==> config.mk <==
export PLATFORM = sky130hd
export DESIGN_NAME = cpl_timeout_sched
export DESIGN_NICKNAME = d
export VERILOG_FILES = /design/src/rtl/cpl_timeout_sched.sv
export SDC_FILE = /design/constraint.sdc
export NUM_CORES = 1
export LEC_CHECK = 0
export BUFFER_PORTS_ARGS = -buffer_cell sky130_fd_sc_hd__buf_2
export CORE_MARGIN = 2
export CORE_UTILIZATION = 60
export CTS_CLUSTER_SIZE = 40
export DETAILED_ROUTE_END_ITERATION = 8
export GPL_ROUTABILITY_DRIVEN = 0
export PLACE_DENSITY = 0.78
export SLEW_MARGIN = 25
export SYNTH_ARGS = -nofsm -noshare
export SYNTH_HDL_FRONTEND = slang
export SYNTH_SLANG_ARGS = --single-unit
==> constraint.sdc <==
create_clock -name clk -period 4.1 [get_ports clk]
set_input_delay 0 -clock clk [delete_from_list [all_inputs] [get_ports clk]]
set_output_delay 0 -clock clk [all_outputs]
set_load 0.005 [all_outputs]
==> src/rtl/cpl_timeout_sched.sv <==
// cpl_timeout_sched: tracks 4 outstanding non-posted requests and reports completion timeouts.
// Optional feature: define CPL_TIMEOUT_DISABLE_EN to let devctl2[8] freeze all pending timers.
module cpl_timeout_sched #(
  parameter int PRESCALE = 16
) (
  input  logic        clk,
  input  logic        reset_n,
  input  logic [15:0] devctl2,
  input  logic        req_valid,
  output logic        req_ready,
  output logic [1:0]  alloc_tag,
  input  logic        cpl_valid,
  input  logic [1:0]  cpl_tag,
  output logic        cpl_unexpected,
  output logic        timeout_valid,
  output logic [1:0]  timeout_tag,
  input  logic        timeout_ready,
  output logic [2:0]  outstanding
);

  typedef enum logic [1:0] {
    SLOT_FREE    = 2'd0,
    SLOT_PEND    = 2'd1,
    SLOT_EXPIRED = 2'd2
  } slot_state_e;

  localparam int PW = $clog2(PRESCALE);
  localparam logic [PW-1:0] PRESC_LAST = PW'(PRESCALE - 1);

  slot_state_e   state_r     [4];
  slot_state_e   state_nxt_s [4];
  logic [16:0]   cnt_r       [4];
  logic [16:0]   cnt_nxt_s   [4];
  logic [PW-1:0] presc_r;
  logic          tick_s;
  logic          freeze_s;
  logic          exp_any_s;
  logic [1:0]    exp_idx_s;
  logic [2:0]    busy_nxt_s;
  logic          timeout_valid_r;
  logic [1:0]    timeout_tag_r;
  logic          cpl_unexpected_r;
  logic [2:0]    outstanding_r;
  logic          unused_s;

  // LIMIT = (value+1) << 4*min(range,3); range is devctl2[7:4], value is devctl2[3:0].
  function automatic logic [16:0] calc_limit(input logic [7:0] ctl);
    logic [16:0] base;
    logic [3:0]  sh;
    base = 17'(ctl[3:0]) + 17'd1;
    sh   = (ctl[7:4] >= 4'd3) ? 4'd12 : {ctl[5:4], 2'b00};
    return base << sh;
  endfunction

`ifdef CPL_TIMEOUT_DISABLE_EN
  assign freeze_s = devctl2[8];
  assign unused_s = ^devctl2[15:9];
`else
  assign freeze_s = 1'b0;
  assign unused_s = ^devctl2[15:8];
`endif

  assign tick_s         = (presc_r == PRESC_LAST);
  assign cpl_unexpected = cpl_unexpected_r;
  assign timeout_valid  = timeout_valid_r;
  assign timeout_tag    = timeout_tag_r;
  assign outstanding    = outstanding_r;

  // Lowest-index free slot (grant) and lowest-index expired slot (next report).
  always_comb begin
    req_ready = 1'b0;
    alloc_tag = 2'd0;
    exp_any_s = 1'b0;
    exp_idx_s = 2'd0;
    for (int i = 3; i >= 0; i--) begin
      case (state_r[i])
        SLOT_FREE: begin
          req_ready = 1'b1;
          alloc_tag = 2'(i);
        end
        SLOT_EXPIRED: begin
          exp_any_s = 1'b1;
          exp_idx_s = 2'(i);
        end
        default: begin
          exp_any_s = exp_any_s;
        end
      endcase
    end
  end

  // Completion or report acceptance frees a slot ahead of any same-cycle expiry.
  always_comb begin
    busy_nxt_s = 3'd0;
    for (int i = 0; i < 4; i++) begin
      if ((cpl_valid && (cpl_tag == 2'(i)) && (state_r[i] == SLOT_PEND)) ||
          (timeout_valid_r && timeout_ready && (timeout_tag_r == 2'(i)))) begin
        state_nxt_s[i] = SLOT_FREE;
        cnt_nxt_s[i]   = 17'd0;
      end else if (req_valid && req_ready && (alloc_tag == 2'(i))) begin
        state_nxt_s[i] = SLOT_PEND;
        cnt_nxt_s[i]   = calc_limit(devctl2[7:0]);
      end else if ((state_r[i] == SLOT_PEND) && tick_s && !freeze_s) begin
        state_nxt_s[i] = (cnt_r[i] == 17'd1) ? SLOT_EXPIRED : SLOT_PEND;
        cnt_nxt_s[i]   = cnt_r[i] - 17'd1;
      end else begin
        state_nxt_s[i] = state_r[i];
        cnt_nxt_s[i]   = cnt_r[i];
      end
      busy_nxt_s = busy_nxt_s + ((state_nxt_s[i] != SLOT_FREE) ? 3'd1 : 3'd0);
    end
  end

  // Slot state, counters, prescaler and registered outputs.
  always_ff @(posedge clk or negedge reset_n) begin
    if (!reset_n) begin
      for (int i = 0; i < 4; i++) begin
        state_r[i] <= SLOT_FREE;
        cnt_r[i]   <= 17'd0;
      end
      presc_r          <= {PW{1'b0}};
      timeout_valid_r  <= 1'b0;
      timeout_tag_r    <= 2'd0;
      cpl_unexpected_r <= 1'b0;
      outstanding_r    <= 3'd0;
    end else begin
      for (int i = 0; i < 4; i++) begin
        state_r[i] <= state_nxt_s[i];
        cnt_r[i]   <= cnt_nxt_s[i];
      end
      presc_r          <= tick_s ? {PW{1'b0}} : (presc_r + PW'(1'b1));
      cpl_unexpected_r <= cpl_valid && (state_r[cpl_tag] != SLOT_PEND);
      outstanding_r    <= busy_nxt_s;
      // A held report stays put until accepted; a new one starts a cycle later.
      if (timeout_valid_r && timeout_ready) begin
        timeout_valid_r <= 1'b0;
      end else if (!timeout_valid_r && exp_any_s) begin
        timeout_valid_r <= 1'b1;
        timeout_tag_r   <= exp_idx_s;
      end else begin
        timeout_valid_r <= timeout_valid_r;
        timeout_tag_r   <= timeout_tag_r;
      end
    end
  end

endmodule

== Word-level counts from Yosys, hierarchy flattened ==
Cells that the tools add are included.
Operators by class
  add/sub/neg operators: 9
  $lt $le $gt $ge: 2
  equality and inequality tests: 23
  shifts and indexed selects: 1
  mux-type cells: 55
  bitwise logic cells: 2
  reductions and logical operators: 46
Operator list (count)
  2-to-1 mux 17 bit: 12
  equality test 17 x 1 -> 1 bit, second input constant: 4
  subtractor 17 x 1 -> 17 bit, second input constant: 4
  2-to-1 mux 2 bit: 26
  logical AND 1 bit: 24
  equality test 2 bit, second input constant: 10
  << shifter 5 x 4 -> 17 bit: 1
  equality test 2 x 1 -> 1 bit, second input constant: 7
  zero test 2 bit: 7
  2-to-1 mux 1 bit: 14
  nonzero test 3 bit: 4
  nonzero test 2 bit: 5
  2-to-1 mux 4 bit: 2
  adder 4 x 1 -> 5 bit, second input constant: 1
  adder 4 x 1 -> 4 bit, second input constant: 1
  binary-select mux 2 bit (select 2 bit): 1
  equality test 4 bit, second input constant: 1
  >= comparator 4 x 2 -> 1 bit, second input constant: 1
  logical OR 1 bit: 4
  adder 2 x 1 -> 3 bit: 1
  adder 3 x 1 -> 3 bit: 1
  >= comparator 3 bit, second input constant: 1
  inverter 2 -> 3 bit: 1
  adder 1 x 1 -> 2 bit: 1
  4 further kinds: 4
Storage, ports and cells
  register bits: 87
  output and inout port bits: 10
  word-level logic and storage cells: 151

== Longest topological paths before layout ==
  depth in word-level cells: 14
  mapped depth: 10
  depth with buffers taken out: 7

== Worst setup path after synthesis ==
Ideal clock, no wire load.
  path kind: flip-flop to flip-flop
  start point: reg state_r[6] (netlist name)
  end point: reg outstanding_r[1], in the netlist outstanding[1]
  library setup time: 126 ps
  arrival time: 2447 ps
  required time: 3974 ps
  slack: 1527 ps
  cell stages (with the launch flop): 11
  path buffers: 3
  clock period less this slack: 2573 ps
  cell sequence: dfrtp_1 -> or2_2 -> clkbuf_1 -> nand3b_1 -> or2_2 -> clkbuf_8 -> clkbuf_8 -> a21oi_1 -> fa_1 -> ha_1 -> ha_1
On the way
  word-level cells in the longest chain between the ends: 11
  elaborated cells between the ends (all ways): 36
  classes of those cells: add/sub: 3; eq/ne: 4; mux: 15; reduce/logical: 14
Ends and longest elaborated chain
  start: declaration: line 30  | slot_state_e state_r [4];
  start signal: indexed assignment: line 128  | state_r[i] <= state_nxt_s[i];
  zero test 2 bit: line 76  | case (state_r[i])
  2-to-1 mux 2 bit / 2-to-1 mux 1 bit (equally long branches): line 76
  equality test 2 x 1 -> 1 bit (tied with other cells): line 100  | end else if (req_valid && req_ready && (alloc_tag == 2'(i))) begin
  logical AND 1 bit: line 100
  2-to-1 mux 2 bit: line 100
  2-to-1 mux 2 bit: line 96  | if ((cpl_valid && (cpl_tag == 2'(i)) && (state_r[i] == SLOT_PEND)) ||
  nonzero test 2 bit: line 110  | busy_nxt_s = busy_nxt_s + ((state_nxt_s[i] != SLOT_FREE) ? 3'd1 : 3'd0);
  2-to-1 mux 1 bit: line 110
  adder 1 x 1 -> 2 bit: line 110
  adder 2 x 1 -> 3 bit: line 110
  adder 3 x 1 -> 3 bit (*): line 110
  named net busy_nxt_s[1]: line 39  | logic [2:0] busy_nxt_s;
  end signal: assignment: line 133  | outstanding_r <= busy_nxt_s;
  end: declaration: line 43  | logic [2:0] outstanding_r;
The timed path passes the listed nets; every way through them passes the cells marked *.
A chain may end at the register's enable or synchronous reset.

== Worst setup path in the final report ==
  start point: reg state_r[5] (netlist name)
  end point: reg outstanding_r[1], in the netlist outstanding[1]
On the way
  word-level cells in the longest chain between the ends: 12
  elaborated cells between the ends (all ways): 38
  classes of those cells: add/sub: 3; eq/ne: 4; mux: 17; reduce/logical: 14
Ends and longest elaborated chain (line)
  zero test 2 bit: 76
  2-to-1 mux 2 bit / 2-to-1 mux 1 bit (equally long branches) (2 in a row): 76
  equality test 2 x 1 -> 1 bit (tied with other cells): 100
  logical AND 1 bit: 100
  2-to-1 mux 2 bit: 100
  2-to-1 mux 2 bit: 96
  nonzero test 2 bit: 110
  2-to-1 mux 1 bit: 110
  adder 1 x 1 -> 2 bit: 110
  adder 2 x 1 -> 3 bit: 110
  adder 3 x 1 -> 3 bit (*): 110
  named net busy_nxt_s[1]: 39
Marks and branches as above.

==> impl_metrics.py <==
metrics = {
    "cts": {
        "post_cts_buffers": 0,
        "htreeDepth": 3,
        "cts_tree": "done",
        "worstSkewPairLatency_ns": 0.36,
        "cts_inserted_buffers": 9,
        "ctsResizeCount": 0,
        "clkSinkCount": 87,
        "clk_path_buf_depth": 2,
        "cts_hold_buf": 3,
        "cts_root_buf": "clkbuf_8",
        "cts.clk_slew.worst_paths_ns": 0.09,
    },
    "yosys": {
        "synthCells": 587,
        "synth_fp_nets": 623,
        "seq_area_frac_synth_pct": 41.0,
        "async_flop_share_pct": 100,
        "synth_cell_type_count": 56,
        "ys_ff_latch": 87,
        "synthFlopType": "dfrtp_1",
        "avgSynthCellArea_um2": 9.04,
        "syn_area_um2": 5310,
        "synthDominantCellAreaShare_pct": 41.0,
        "synth_area_leaders": "dfrtp_1 (41%), a211oi_1 (7.5%), nor2_1 (6.7%)",
        "synth_common_cells": "nor2_1 (95), dfrtp_1 (87), a211oi_1 (53)",
        "synth_edf_count": 0,
        "yosysMostFrequentCell": "nor2_1",
        "yosysWarnings": 0,
        "synth_area_leader_cell": "dfrtp_1",
    },
    "run_status": {
        "outcome": "finished clean",
    },
    "detailed_routing": {
        "via_per_inst": 6.33,
        "vias": 4535,
        "dr.pass1.iters": 6,
        "wl_per_cell_um": 18.8,
        "wl_um": 13500,
        "drc": 0,
        "initialDrtViolationCount": 423,
        "postRouteAntennaNets": 0,
    },
    "timing": {
        "fin_setup_tns_ns": 0,
        "rsz0062_at_grt": "no",
        "setup_violations": 0,
        "clock_skew_ns": 0.00723,
        "post-route-period-util_pct": 69.4,
        "slew_headroom_pct": 35.6,
        "slew_violations": 0,
        "setup_slack_ns": 1.25,
        "hold_viol": 0,
        "max_freq_ghz": 0.351,
        "worstMarginPinSlew_ns": 0.958,
        "fin_crit_ns": 2.85,
    },
    "global_route": {
        "grt_pass1_vias": 4372,
        "grt_usage_pct": 29.8,
        "grt_pass1_wl_um": 22500,
        "grt_max_degree": 88,
        "antenna_found_initial": 0,
        "gr-total-overflow": 0,
    },
    "finish": {
        "diodes": 0,
        "nets": 639,
        "fin_util_pct": 65.7,
        "syn2layout_area_growth_pct": 6.93,
        "seq_area_um2": 2180,
        "multi_input_area_um2": 2930,
        "fillers": 722,
        "drive_above_1_share_pct": 11.2,
    },
    "floorplanning": {
        "initial_core_util_pct": 61.4,
        "fp.dieH_um": 98.0,
        "die_x_um": 98.0,
        "ios": 33,
        "coreArea_um2": 8640,
        "die-area_um2": 9610,
        "rows": 34,
    },
    "critical_path": {
        "r2r-end": "outstanding[1]",
        "startpoint": "state_r[5]",
        "endpoint_kind": "register",
        "crit_cells": 7,
        "worstPathRequired_ns": 4.35,
        "endpoint": "outstanding[1]",
        "crit_arrival_ns": 3.10,
        "r2r_slack_ns": 1.25,
        "crit_family": "simple AND/OR/NAND/NOR gates",
        "path_cells": "nor2_1, nand3b_1, or2_2, a21oi_1, fa_1, ha_1, ha_1",
        "reg2reg_depth": 7,
        "crit_type": "reg -> reg",
        "cp_slowest_cell": "or2_2",
        "critical-path-max-stage-delay_ns": 0.49,
        "reg2reg_from": "state_r[5]",
        "start_kind": "register",
        "crit_fanout": 29,
        "cp_common_cell": "ha_1",
        "path_buf_inv": 0,
    },
    "place": {
        "place.detailed.hpwl_um": 9240,
        "io_buffers": 24,
        "pre_cts_ws_ns": 1.35,
    },
    "worst_hold_path": {
        "hp-class": "in -> reg",
    },
    "power_and_ir_drop": {
        "power_density_nw_per_um2": 675,
        "p_leak_nw": 2.21,
        "vdd_ir_drop_max_uv": 355,
    },
    "flow_run": {
        "max_cap_viol_count": 0,
    },
}
cells in the final DEF, fill, tap and decap left out, drive strengths merged, types with 4 or more instances in the layout:
master / instances
nor4: 19
nor3: 29
xor2: 20
clkbuf: 10
o22ai: 6
nor2b: 9
or3: 19
o211ai: 5
inv: 14
a31oi: 4
and3: 4
nand3b: 5
a211oi: 55
ha: 12
nor2: 95
a21oi: 18
or2: 5
and2: 5
o21ai: 8
nand4: 7
nand3: 22
nand2b: 11
or4: 7
buf: 30
dfrtp: 87
nand2: 30
xnor2: 38
a21o: 4
cells by family after synthesis:
family	synth area share, %
xor gates and xnor gates	9.57
adders and majority gates	3.21
buffers and inverters	3.77
and+or+nand+nor	26.6
AOI/OAI and AO/OA	15.2
muxes	0.613
DFF	41.0
where the power goes:
group          leakage, nW  internal (W)  switching (W)
sequential            1.08       0.00124       0.000376
clock               0.0849      0.000239       0.000327
combinational         1.04      0.000748       0.000901
cell type report:
class | count | share of cell area, %
sequential | 87 | 38.4
clock buffer | 10 | 2.43
multi-input combinational | 459 | 51.6
inverter | 13 | 0.860
timing repair buffer | 33 | 3.55
clock inverter | 6 | 0.794
tap | 108 | 2.38
routing by layer:
layer / wire (um) / up-vias / GRT usage, % / part of all wire [%]
met5: 0 / - / 0 / 0
met3: 1160 / 26 / 5.94 / 8.6
met2: 6120 / 186 / 45.3 / 45
met1: 5790 / 2179 / 43.0 / 43
met4: 390 / 0 / 9.94 / 2.9
li1: - / 2144 / - / -
worst reg2reg max path, stage by stage, from the launching register on:
cell and delay, ns:
dfrtp_1 0.42, nor2_1 0.38, nand3b_1 0.26, or2_2 0.49, a21oi_1 0.22, fa_1 0.49
ha_1 0.22, ha_1 0.26
stage by stage:
| step | hold WS, ns | std cells | power (W) | cell area [um2] |
|---|---|---|---|---|
| 6_report | 0.123 | 716 | 0.00383 | 5670 |
| 4_1_cts | 0.112 | 716 | 0.00383 | 5670 |
| 2_1_floorplan | -0.296 | 587 | 0.00283 | 5310 |
| 3_5_place_dp | 0.119 | 697 | 0.00325 | 5460 |
| 3_3_place_gp | 0.243 | 697 | 0.00316 | 5460 |
| 5_1_grt | 0.134 | 716 | 0.00415 | 5670 |
state kept, by name, indices dropped and copies added, names as in the netlist:
register,cells
outstanding,3
state_r,8
cpl_unexpected,1
timeout_valid,1
cnt_r,68
presc_r,4
timeout_tag,2
how the worst min path moves through the flow:
stage / start / endpoint / depth (start not counted)
3_5_place_dp: reset_n / cnt_r[55] / 1
4_1_cts: cpl_tag[1] / cpl_unexpected / 3
5_1_grt: cpl_tag[1] / cpl_unexpected / 3
3_3_place_gp: timeout_ready / timeout_valid / 2
6_report: cpl_tag[1] / cpl_unexpected / 3
2_1_floorplan: reset_n / cnt_r[0] / 0
No activity file was read; power rests on OpenSTA's default activity.
